--- config.mk ---
export PLATFORM = sky130hd
export DESIGN_NAME = tcp_session_ctrl
export DESIGN_NICKNAME = d
export VERILOG_FILES = /design/src/rtl/tcp_pkg.sv /design/src/rtl/tcp_session_timer.sv /design/src/rtl/tcp_session_ctrl.sv
export SDC_FILE = /design/constraint.sdc
export NUM_CORES = 1
export LEC_CHECK = 0
export ABC_CLOCK_PERIOD_IN_PS = 10800
export BUFFER_PORTS_ARGS = -buffer_cell sky130_fd_sc_hd__buf_2
export CORE_MARGIN = 4
export CORE_UTILIZATION = 25
export CTS_BUF_LIST = sky130_fd_sc_hd__clkbuf_2
export DETAILED_ROUTE_END_ITERATION = 10
export GPL_ROUTABILITY_DRIVEN = 0
export PLACE_DENSITY = 0.44
export RECOVER_POWER = 50
export SLEW_MARGIN = 10
export SYNTH_ARGS = -nofsm -noshare
export SYNTH_HDL_FRONTEND = slang
export SYNTH_SLANG_ARGS = --single-unit
--- constraint.sdc ---
create_clock -name clk -period 10.8 [get_ports clk]
set_clock_uncertainty 0.2 [all_clocks]
set_input_delay 1.08 -clock clk [delete_from_list [all_inputs] [get_ports clk]]
set_output_delay 1.08 -clock clk [all_outputs]
set_load 0.05 [all_outputs]
--- src/rtl/tcp_pkg.sv ---
// Shared definitions for the TCP session sequencer: flag masks, state encodings,
// reply-request record and default port/sequence constants.
package tcp_pkg;

    localparam logic [5:0] TCP_FIN = 6'b00_0001;
    localparam logic [5:0] TCP_SYN = 6'b00_0010;
    localparam logic [5:0] TCP_RST = 6'b00_0100;
    localparam logic [5:0] TCP_PSH = 6'b00_1000;
    localparam logic [5:0] TCP_ACK = 6'b01_0000;
    localparam logic [5:0] TCP_URG = 6'b10_0000;

    localparam logic [15:0] LOCAL_PORT_DEFAULT = 16'd9000;
    localparam logic [31:0] ISS_DEFAULT        = 32'h0000_1000;

    typedef enum logic [2:0] {
        ST_CLOSED   = 3'd0,
        ST_LISTEN   = 3'd1,
        ST_SYN_RCVD = 3'd2,
        ST_ESTAB    = 3'd3,
        ST_LAST_ACK = 3'd4
    } sess_state_e;

    typedef struct packed {
        logic [5:0]  flags;
        logic [31:0] seq;
        logic [31:0] ack;
        logic [15:0] port;
    } tx_req_t;

    function automatic logic has_flag(input logic [5:0] flags, input logic [5:0] mask);
        return |(flags & mask);
    endfunction

endpackage

--- src/rtl/tcp_session_timer.sv ---
// Idle timer for the half-open/half-closed states: clears on load, counts while run,
// and holds at LIMIT-1 so a late expiry is never lost to wrap-around.
module tcp_session_timer #(
    parameter int unsigned LIMIT = 32'd1000000
) (
    input  logic clk,
    input  logic rst_n,
    input  logic load,
    input  logic run,
    output logic expired
);

    localparam int W = $clog2(LIMIT) + 1;
    localparam logic [W-1:0] LAST = W'(LIMIT - 32'd1);

    logic [W-1:0] cnt_q;
    logic [W-1:0] cnt_d;

    // Next count: load wins over counting; saturate at the expiry value.
    always_comb begin
        cnt_d = cnt_q;
        if (load) begin
            cnt_d = '0;
        end else if (run && (cnt_q != LAST)) begin
            cnt_d = cnt_q + W'(1);
        end else begin
            cnt_d = cnt_q;
        end
    end

    // Counter register.
    always_ff @(posedge clk or negedge rst_n) begin
        if (!rst_n) begin
            cnt_q <= '0;
        end else begin
            cnt_q <= cnt_d;
        end
    end

    assign expired = (cnt_q == LAST);

endmodule

--- src/rtl/tcp_session_ctrl.sv ---
// Single-connection passive-open TCP sequencer: tracks snd_nxt/rcv_nxt, issues reply
// header requests through a one-entry valid/ready slot and flags in-order payload.
module tcp_session_ctrl
    import tcp_pkg::*;
#(
    parameter logic [15:0] LOCAL_PORT     = LOCAL_PORT_DEFAULT,
    parameter logic [31:0] ISS            = ISS_DEFAULT,
    parameter int unsigned TIMEOUT_CYCLES = 32'd1000000,
    parameter int unsigned CNT_W          = 32'd16
) (
    input  logic             clk,
    input  logic             rst_n,
    input  logic             cfg_listen,
    input  logic             rx_valid,
    input  logic [5:0]       rx_flags,
    input  logic [15:0]      rx_src_port,
    input  logic [15:0]      rx_dst_port,
    input  logic [31:0]      rx_seq,
    input  logic [31:0]      rx_ack,
    input  logic [15:0]      rx_payload_len,
    output logic             tx_req_valid,
    input  logic             tx_req_ready,
    output logic [5:0]       tx_flags,
    output logic [31:0]      tx_seq,
    output logic [31:0]      tx_ack,
    output logic [15:0]      tx_dst_port,
    output logic             payload_accept,
    output logic [2:0]       sess_state,
    output logic [CNT_W-1:0] drop_cnt
);

    sess_state_e      state_q, state_d;
    logic [31:0]      snd_nxt_q, snd_nxt_d;
    logic [31:0]      rcv_nxt_q, rcv_nxt_d;
    logic [15:0]      peer_q, peer_d;
    logic [CNT_W-1:0] drop_q, drop_d;
    logic             accept_q, accept_d;
    logic             req_valid_q, req_valid_d;
    tx_req_t          req_q, req_d;

    logic        slot_busy_s, port_ok_s, in_order_s, ack_ok_s;
    logic        reject_s, reply_en_s;
    tx_req_t     reply_s;
    logic [31:0] len_s;
    logic        timer_load_s, timer_run_s, timer_expired_s;

    function automatic logic [CNT_W-1:0] sat_inc(input logic [CNT_W-1:0] v);
        return (&v) ? v : v + CNT_W'(1);
    endfunction

    assign timer_run_s  = (state_q == ST_SYN_RCVD) || (state_q == ST_LAST_ACK);
    assign timer_load_s = (state_d != state_q) &&
                          ((state_d == ST_SYN_RCVD) || (state_d == ST_LAST_ACK));

    tcp_session_timer #(.LIMIT(TIMEOUT_CYCLES)) u_timer (
        .clk     (clk),
        .rst_n   (rst_n),
        .load    (timer_load_s),
        .run     (timer_run_s),
        .expired (timer_expired_s)
    );

    // Segment processing, reply generation and next-state selection.
    always_comb begin
        state_d     = state_q;
        snd_nxt_d   = snd_nxt_q;
        rcv_nxt_d   = rcv_nxt_q;
        peer_d      = peer_q;
        drop_d      = drop_q;
        accept_d    = 1'b0;
        req_d       = req_q;
        slot_busy_s = req_valid_q && !tx_req_ready;
        req_valid_d = slot_busy_s;
        reject_s    = 1'b0;
        reply_en_s  = 1'b0;
        reply_s     = '0;
        len_s       = {16'h0000, rx_payload_len};
        in_order_s  = (rx_seq == rcv_nxt_q);
        ack_ok_s    = has_flag(rx_flags, TCP_ACK) && (rx_ack == snd_nxt_q);
        port_ok_s   = (rx_dst_port == LOCAL_PORT) &&
                      ((state_q == ST_LISTEN) || (rx_src_port == peer_q));

        case (state_q)
            ST_CLOSED: begin
                if (cfg_listen) begin
                    state_d = ST_LISTEN;
                end else begin
                    state_d = ST_CLOSED;
                end
            end
            default: begin
                if (!cfg_listen && !slot_busy_s) begin
                    state_d = ST_CLOSED;
                end else if (rx_valid) begin
                    if (slot_busy_s || !port_ok_s) begin
                        reject_s = 1'b1;
                    end else begin
                        case (state_q)
                            ST_LISTEN: begin
                                if (has_flag(rx_flags, TCP_SYN) &&
                                    !has_flag(rx_flags, TCP_ACK | TCP_RST)) begin
                                    peer_d     = rx_src_port;
                                    rcv_nxt_d  = rx_seq + 32'd1;
                                    snd_nxt_d  = ISS + 32'd1;
                                    reply_en_s = 1'b1;
                                    reply_s    = '{TCP_SYN | TCP_ACK, ISS, rx_seq + 32'd1, rx_src_port};
                                    state_d    = ST_SYN_RCVD;
                                end else begin
                                    reject_s = 1'b1;
                                end
                            end
                            ST_SYN_RCVD: begin
                                if (has_flag(rx_flags, TCP_RST)) begin
                                    state_d = ST_LISTEN;
                                end else if (ack_ok_s) begin
                                    state_d = ST_ESTAB;
                                end else if (has_flag(rx_flags, TCP_ACK)) begin
                                    reply_en_s = 1'b1;
                                    reply_s    = '{TCP_RST, rx_ack, rcv_nxt_q, peer_q};
                                end else begin
                                    reject_s = 1'b1;
                                end
                            end
                            ST_ESTAB: begin
                                if (has_flag(rx_flags, TCP_RST)) begin
                                    state_d = ST_LISTEN;
                                end else if (has_flag(rx_flags, TCP_SYN)) begin
                                    reply_en_s = 1'b1;
                                    reply_s    = '{TCP_RST, snd_nxt_q, rcv_nxt_q, peer_q};
                                    state_d    = ST_LISTEN;
                                end else if (!in_order_s) begin
                                    // Out-of-order: re-advertise rcv_nxt, payload discarded.
                                    reply_en_s = 1'b1;
                                    reply_s    = '{TCP_ACK, snd_nxt_q, rcv_nxt_q, peer_q};
                                    reject_s   = 1'b1;
                                end else if (has_flag(rx_flags, TCP_FIN)) begin
                                    accept_d   = (rx_payload_len != 16'd0);
                                    rcv_nxt_d  = rcv_nxt_q + len_s + 32'd1;
                                    snd_nxt_d  = snd_nxt_q + 32'd1;
                                    reply_en_s = 1'b1;
                                    reply_s    = '{TCP_FIN | TCP_ACK, snd_nxt_q,
                                                   rcv_nxt_q + len_s + 32'd1, peer_q};
                                    state_d    = ST_LAST_ACK;
                                end else if (rx_payload_len != 16'd0) begin
                                    accept_d   = 1'b1;
                                    rcv_nxt_d  = rcv_nxt_q + len_s;
                                    reply_en_s = 1'b1;
                                    reply_s    = '{TCP_ACK, snd_nxt_q, rcv_nxt_q + len_s, peer_q};
                                end else begin
                                    reply_en_s = 1'b0;
                                end
                            end
                            ST_LAST_ACK: begin
                                if (has_flag(rx_flags, TCP_RST) || ack_ok_s) begin
                                    state_d = ST_LISTEN;
                                end else begin
                                    reject_s = 1'b1;
                                end
                            end
                            default: begin
                                state_d = ST_CLOSED;
                            end
                        endcase
                    end
                end else if (timer_run_s && timer_expired_s) begin
                    state_d = ST_LISTEN;
                end else begin
                    state_d = state_q;
                end
            end
        endcase

        if (reject_s) begin
            drop_d = sat_inc(drop_q);
        end else begin
            drop_d = drop_q;
        end

        if (reply_en_s) begin
            req_valid_d = 1'b1;
            req_d       = reply_s;
        end else begin
            req_d = req_q;
        end

        // Any (re-)entry into LISTEN forgets the previous connection.
        if (state_d == ST_LISTEN) begin
            snd_nxt_d = ISS;
            rcv_nxt_d = 32'd0;
            peer_d    = 16'd0;
        end else begin
            peer_d = peer_d;
        end
    end

    // Session state, sequence tracking and reply slot registers.
    always_ff @(posedge clk or negedge rst_n) begin
        if (!rst_n) begin
            state_q     <= ST_CLOSED;
            snd_nxt_q   <= ISS;
            rcv_nxt_q   <= 32'd0;
            peer_q      <= 16'd0;
            drop_q      <= '0;
            accept_q    <= 1'b0;
            req_valid_q <= 1'b0;
            req_q       <= '0;
        end else begin
            state_q     <= state_d;
            snd_nxt_q   <= snd_nxt_d;
            rcv_nxt_q   <= rcv_nxt_d;
            peer_q      <= peer_d;
            drop_q      <= drop_d;
            accept_q    <= accept_d;
            req_valid_q <= req_valid_d;
            req_q       <= req_d;
        end
    end

    assign tx_req_valid   = req_valid_q;
    assign tx_flags       = req_q.flags;
    assign tx_seq         = req_q.seq;
    assign tx_ack         = req_q.ack;
    assign tx_dst_port    = req_q.port;
    assign payload_accept = accept_q;
    assign sess_state     = state_q;
    assign drop_cnt       = drop_q;

endmodule
Word level (Yosys, flattened, before mapping)
Index checks and enable logic that the tools add are counted.
Widths: inputs -> output; s select.
{"block": "totals", "register_bits": 208, "latchBits": 0, "ramBits": 0, "rom_bits": 0, "in_bits": 123, "out_inout_bits": 107, "wordCells": 171, "mem_count": 0}
{"block": "classes", "addsub": 6, "mul": 0, "div_mod_pow": 0, "order_cmp": 0, "eq_ne": 23, "shifts": 0, "mux": 98, "bitwise_logic": 1, "reduce_logical": 31}
{"op": "$mux 85", "n": 9}
{"op": "$mux 32", "n": 21}
{"op": "$pmux 85 s3", "n": 1}
{"op": "$mux 83", "n": 3}
{"op": "$pmux 32 s2", "n": 2}
{"op": "$mux 16", "n": 7}
{"op": "$add 32x1->32 const B", "n": 3}
{"op": "$mux 86", "n": 1}
{"op": "$eq 32x32->1", "n": 2}
{"op": "$mux 21", "n": 2}
{"op": "$mux 3", "n": 13}
{"op": "$mux 1", "n": 36}
{"op": "$add 32x16->32", "n": 1}
{"op": "$add 21x1->21 const B", "n": 1}
{"op": "$eq 21x20->1 const B", "n": 1}
{"op": "$ne 21x20->1 const B", "n": 1}
{"op": "$reduce_and 10->1", "n": 2}
{"op": "$add 16x1->16 const B", "n": 1}
{"op": "$eq 16x14->1 const B", "n": 1}
{"op": "$eq 16x16->1", "n": 1}
{"op": "$reduce_and 16->1", "n": 1}
{"op": "$reduce_bool 16->1", "n": 1}
{"op": "$ne 3x3->1 const B", "n": 4}
{"op": "$pmux 3 s4", "n": 1}
{"op": "20 further kinds", "n": 43}

Logic depth before layout (Yosys ltp)
{"block": "logic_depth", "ltp_word": 13, "ltp_mapped": 15, "ltp_nobuf": 13}

Hierarchy
Synthesis repeated with hierarchy kept, for this count alone.
{"block": "unflattened", "cells_unflattened": 1690, "area_unflattened_um2": 14335.0}
{"mod": "tcp_session_ctrl", "n_inst": 1, "cells_per_inst": 1570, "area_each_um2": 13180.1, "seq_area_each_um2": 4630.7}
{"mod": "tcp_session_timer", "n_inst": 1, "cells_per_inst": 120, "area_each_um2": 1154.9, "seq_area_each_um2": 525.5}

Worst setup path before layout
No wires, ideal clock.
{"block": "synth_timing", "kind": "input to register", "from": "in rx_payload_len[0]", "to": "reg rcv_nxt_q[28]", "setup_time_ns": 0.120, "t_arrival_ns": 4.203, "t_required_ns": 10.480, "path_slack_ns": 6.277, "path_stages": 15, "n_path_buf": 2, "path_cell_list": "ha_1 -> inv_1 -> fa_1 -> nor2b_1 -> o31a_4 -> nor2_4 -> xor2_2 -> or3b_1 -> buf_2 -> or3_1 -> buf_6 -> or2_4 -> or4_1 -> a32oi_1 -> nor2_1"}
{"block": "synth_via", "elab_chain_len": 12, "word_cells_on_any_way": 16, "cone_classes": "add/sub (2); eq/ne (1); mux (11); reduce/logical (2)"}
{"element": "start: declaration", "line_no": "tcp_session_ctrl.sv:20", "text": "input logic [15:0] rx_payload_len,"}
{"element": "$add 32x16->32", "line_no": "tcp_session_ctrl.sv:138, tcp_session_ctrl.sv:146"}
{"element": "$add 32x1->32 or $mux 32 (tied branches)", "line_no": "tcp_session_ctrl.sv:138, tcp_session_ctrl.sv:144"}
{"element": "$mux 32", "line_no": "tcp_session_ctrl.sv:136", "text": "end else if (has_flag(rx_flags, TCP_FIN)) begin"}
{"element": "$mux 32", "line_no": "tcp_session_ctrl.sv:131", "text": "end else if (!in_order_s) begin"}
{"element": "$mux 32", "line_no": "tcp_session_ctrl.sv:127", "text": "end else if (has_flag(rx_flags, TCP_SYN)) begin"}
{"element": "$mux 32", "line_no": "tcp_session_ctrl.sv:125", "text": "if (has_flag(rx_flags, TCP_RST)) begin"}
{"element": "$pmux 32 s2", "line_no": "tcp_session_ctrl.sv:98", "text": "case (state_q)"}
{"element": "$mux 32", "line_no": "tcp_session_ctrl.sv:95", "text": "if (slot_busy_s || !port_ok_s) begin"}
{"element": "$mux 32", "line_no": "tcp_session_ctrl.sv:94", "text": "end else if (rx_valid) begin"}
{"element": "$mux 32", "line_no": "tcp_session_ctrl.sv:92", "text": "if (!cfg_listen && !slot_busy_s) begin"}
{"element": "$mux 32", "line_no": "tcp_session_ctrl.sv:83", "text": "case (state_q)"}
{"element": "$mux 32", "line_no": "tcp_session_ctrl.sv:187", "text": "if (state_d == ST_LISTEN) begin"}
{"element": "end signal: assignment", "line_no": "tcp_session_ctrl.sv:210", "text": "rcv_nxt_q <= rcv_nxt_d;"}
{"element": "end: declaration", "line_no": "tcp_session_ctrl.sv:34", "text": "logic [31:0] rcv_nxt_q, rcv_nxt_d;"}
Parallel ways exist; a longest one is shown, timed or not. The select of a mux whose other input is x is not followed.
A chain may end at the register's enable or synchronous reset.

==> results by group <==
Synth
  – Seq/Total Area, Yosys: 35.6%
  – Yosys reg bits: 206
  – Synth Area in Compound Gates: 20.5%
  – Synth area leader: dfrtp_1
  – Unique cell type count in the Yosys netlist: 98
  – Post-synth EDFFs: 0
  – Multiplexer area fraction after synthesis: 0.570%
  – Share of the synthesized area in the top cell type: 35.4%
  – Ranking of synthesized cells by area: dfrtp_1 35%, xnor2_1 7.5%, nor2_1 5.3%
  – Yosys warning count: 0
  – Post-Syn Area: 14500 sq um
  – XOR/XNOR Fraction of Synth Area: 11.4%
  – Ys flop type: dfrtp_1
  – Largest family of logic cells by synthesized area: simple AND/OR/NAND/NOR gates
  – Syn avg cell area: 8.20 sq um
  – Async set or reset register ratio after synthesis: 100%
  – Area share of fa/ha/maj cells after synthesis: 1.95%
  – Post-synthesis instance total: 1766
  – Post-Synth Simple-Gate Area: 25.9%

Die
  – Row cnt: 87
  – Die Ht: 249 um
  – Die outline width: 249 um
  – Initial Utilization: 25.4%
  – Core footprint: 56900 sq um
  – DIE AREA: 61900 sq um
  – Ports: 230

Detailed routing
  – Post-DRT Antenna Nets: 0
  – Vias: 14.4k
  – Vias/cell: 5.20
  – Wire length per cell: 20.8 um
  – DRC Markers: 0
  – Routed wire length: 57600 um
  – DRT iter0 DRCs: 1177
  – First drt pass iteration count: 5

Run
  – Max-cap violations: 1

Placed design
  – Post-DP HPWL: 41200 um
  – Port buffer count: 225
  – Pre-CTS setup slack: 4460 ps
  – Placed cell areas: 16200 sq um

GRT
  – Largest net degree at the start of global routing: 86
  – First-pass GRT wire length: 88500 um
  – Total track usage: 18.1%
  – Vias in the first global route: 14.4k
  – Initial antenna violation count: 6
  – Gr ovfl total: 0

Clocking
  – H-tree Lvls: 3
  – CTS root buffer: clkbuf_2
  – Reg clk slew, reported paths: 110 ps
  – Clock Latency Late Sink: 1050 ps
  – CTS tree: built
  – Cts bufs inserted: 67
  – CTS max path bufs: 3
  – Clk sink count: 206

Timing
  – Pins Over Slew Limit: 86
  – Worst Slack Setup Final: 4940 ps
  – Final Critical Period: 5860 ps
  – F_max: 0.171 GHz
  – Hold Vio Cnt, Final: 0
  – Rel. slew slack: -252%
  – Final worst-path cycle share: 54.3%
  – Worst-Margin Slew: 5280 ps
  – Unrepaired setup endpoints after global routing: no
  – Final setup vio count: 0
  – Setup TNS: 0 ps

Worst hold path
  – Hold Crit Class: input port to flop

Critical path
  – Crit path capture type: asynchronous set/reset pin
  – Startpoint Class: input port
  – Critical path class: input port to asynchronous set/reset pin
  – Worst EP required: 11510 ps
  – Crit path arrival time: 6570 ps
  – Crit-path max FO: 85

Pwr
  – Total chip power: 1.85 mW
  – Power per standard cell area: 110 nW/um^2
  – Maximum vdd drop: 0.0500 mV
  – Leak Pwr: 7.07 nW

Finish
  – P&R area growth vs syn: 16.3%
  – Layout Cell Area excl Fill: 16900 sq um
  – Layout cell share with drive strength beyond 1: 16.7%
  – Final #Nets: 2113

Run status
  – Status: finished, violations left
  – Failing checks: max-capacitance violations, max-slew violations
## kinds of logic after synthesis
logic type	Yosys count
simple gates	759
fa+ha+maj	22
xor+xnor	187
other cells	1
flops	206
compound gates	445
mux	8
buf+inv	138
## final timing paths
path	startpoint	cells after the start	endpoint	slack [ps]
min in group asynchronous	rst_n	2	tx_seq[25]$_DFFE_PN0P_	2370
max reg2reg	rcv_nxt_q[1]$_DFFE_PN0P_	9	tx_ack[21]$_DFFE_PN0P_	5500
min	rx_ack[17]	3	tx_seq[17]$_DFFE_PN0P_	180
max in group clk	rx_src_port[4]	12	tx_ack[29]$_DFFE_PN0P_	5350
max	rst_n	3	u_timer.cnt_q[15]$_DFFE_PN0P_	4940
min reg2reg	tx_ack[1]$_DFFE_PN0P_	2	tx_ack[1]$_DFFE_PN0P_	280
## state kept, by name, indices dropped and copies added (netlist names)
signal / cells
tx_ack: 32
sess_state: 3
tx_flags: 4
drop_cnt: 16
rcv_nxt_q: 32
tx_req_valid: 1
tx_dst_port: 16
peer_q: 16
u_timer.cnt_q: 21
payload_accept: 1
tx_seq: 32
snd_nxt_q: 32
## per-stage QoR
stage / cells / hold WS, ps / utilization [%]
6_report: 2772 / 182 / 29.6
3_5_place_dp: 2651 / 269 / 28.5
2_1_floorplan: 1767 / 305 / -
5_1_grt: 2772 / 28.2 / 29.6
4_1_cts: 2768 / 3.80 / 29.7
3_3_place_gp: 2651 / 261 / 28.5
## synth_stat cells (all sizes together) (4+ instances only)
library cell / instances
inv: 22
and3: 49
a221o: 4
clkbuf: 86
a22oi: 21
a221oi: 45
o31ai: 16
nand3: 100
nand4b: 6
a21oi: 99
buf: 28
dfrtp: 205
xnor2: 124
nor3b: 4
a21boi: 5
or3: 20
o22ai: 5
nor2: 208
nor3: 39
o211a: 4
and2: 18
a21o: 18
or2: 9
o21ai: 118
o211ai: 13
ha: 21
a211oi: 23
a222oi: 9
o31a: 4
nor4: 24
nand4: 43
a31oi: 15
o21a: 6
o2111ai: 4
mux2i: 6
or4: 8
nor4b: 6
and4: 9
xor2: 63
nand2: 185
nand2b: 19
## layer usage
metal	share of wire (%)	global-route usage, %	wire length (um)	up-vias
li1	-	-	-	6865
met1	46	24.4	26400	6994
met2	45	28.5	25800	465
met3	6.8	4.84	3930	95
met4	2.7	5.56	1540	0
met5	0	0	0	-
## layout by cell type, fill, tap and decap left out, types with 19 or more instances in the layout
master,instances
xor2_1,62
clkbuf_1,53
nand2b_1,19
dfrtp_1,205
nor2_1,203
nor3_1,38
inv_1,22
clkbuf_2,95
a221oi_1,45
a21oi_1,97
o21ai_0,115
nor4_1,21
buf_4,19
nand4_1,42
or3_1,20
a211oi_1,22
ha_1,21
a22oi_1,21
nand3_1,99
and3_1,47
nand2_1,184
xnor2_1,124
buf_2,172
## critical path: stages
cell	delay (ps)
dlygate4sd3_1	520
clkbuf_1	3650
buf_4	1180
## final cells by class
type,instances,area (sq um)
Multi-Input combinational cell,1423,8780
Antenna cell,4,10.0
Tap cell,756,946
Clock buffer,95,475
Inverter,22,82.6
Timing Repair Buffer,248,1240
Fill cell,6238,40100
Clock inverter,18,158
Sequential cell,206,5160
## repair_timing
action                                 CTS  global route
gates resized for setup                  0             0
buffers inserted                         0             0
endpoints found under the hold margin   86             0
hold buffers                             4             0
## where the power goes
group,internal [mW],switching (mW),total [mW]
registers,0.791,0.0299,0.821
logic,0.0922,0.234,0.327
clock network,0.307,0.394,0.702
(Power assumes the default switching activity.)
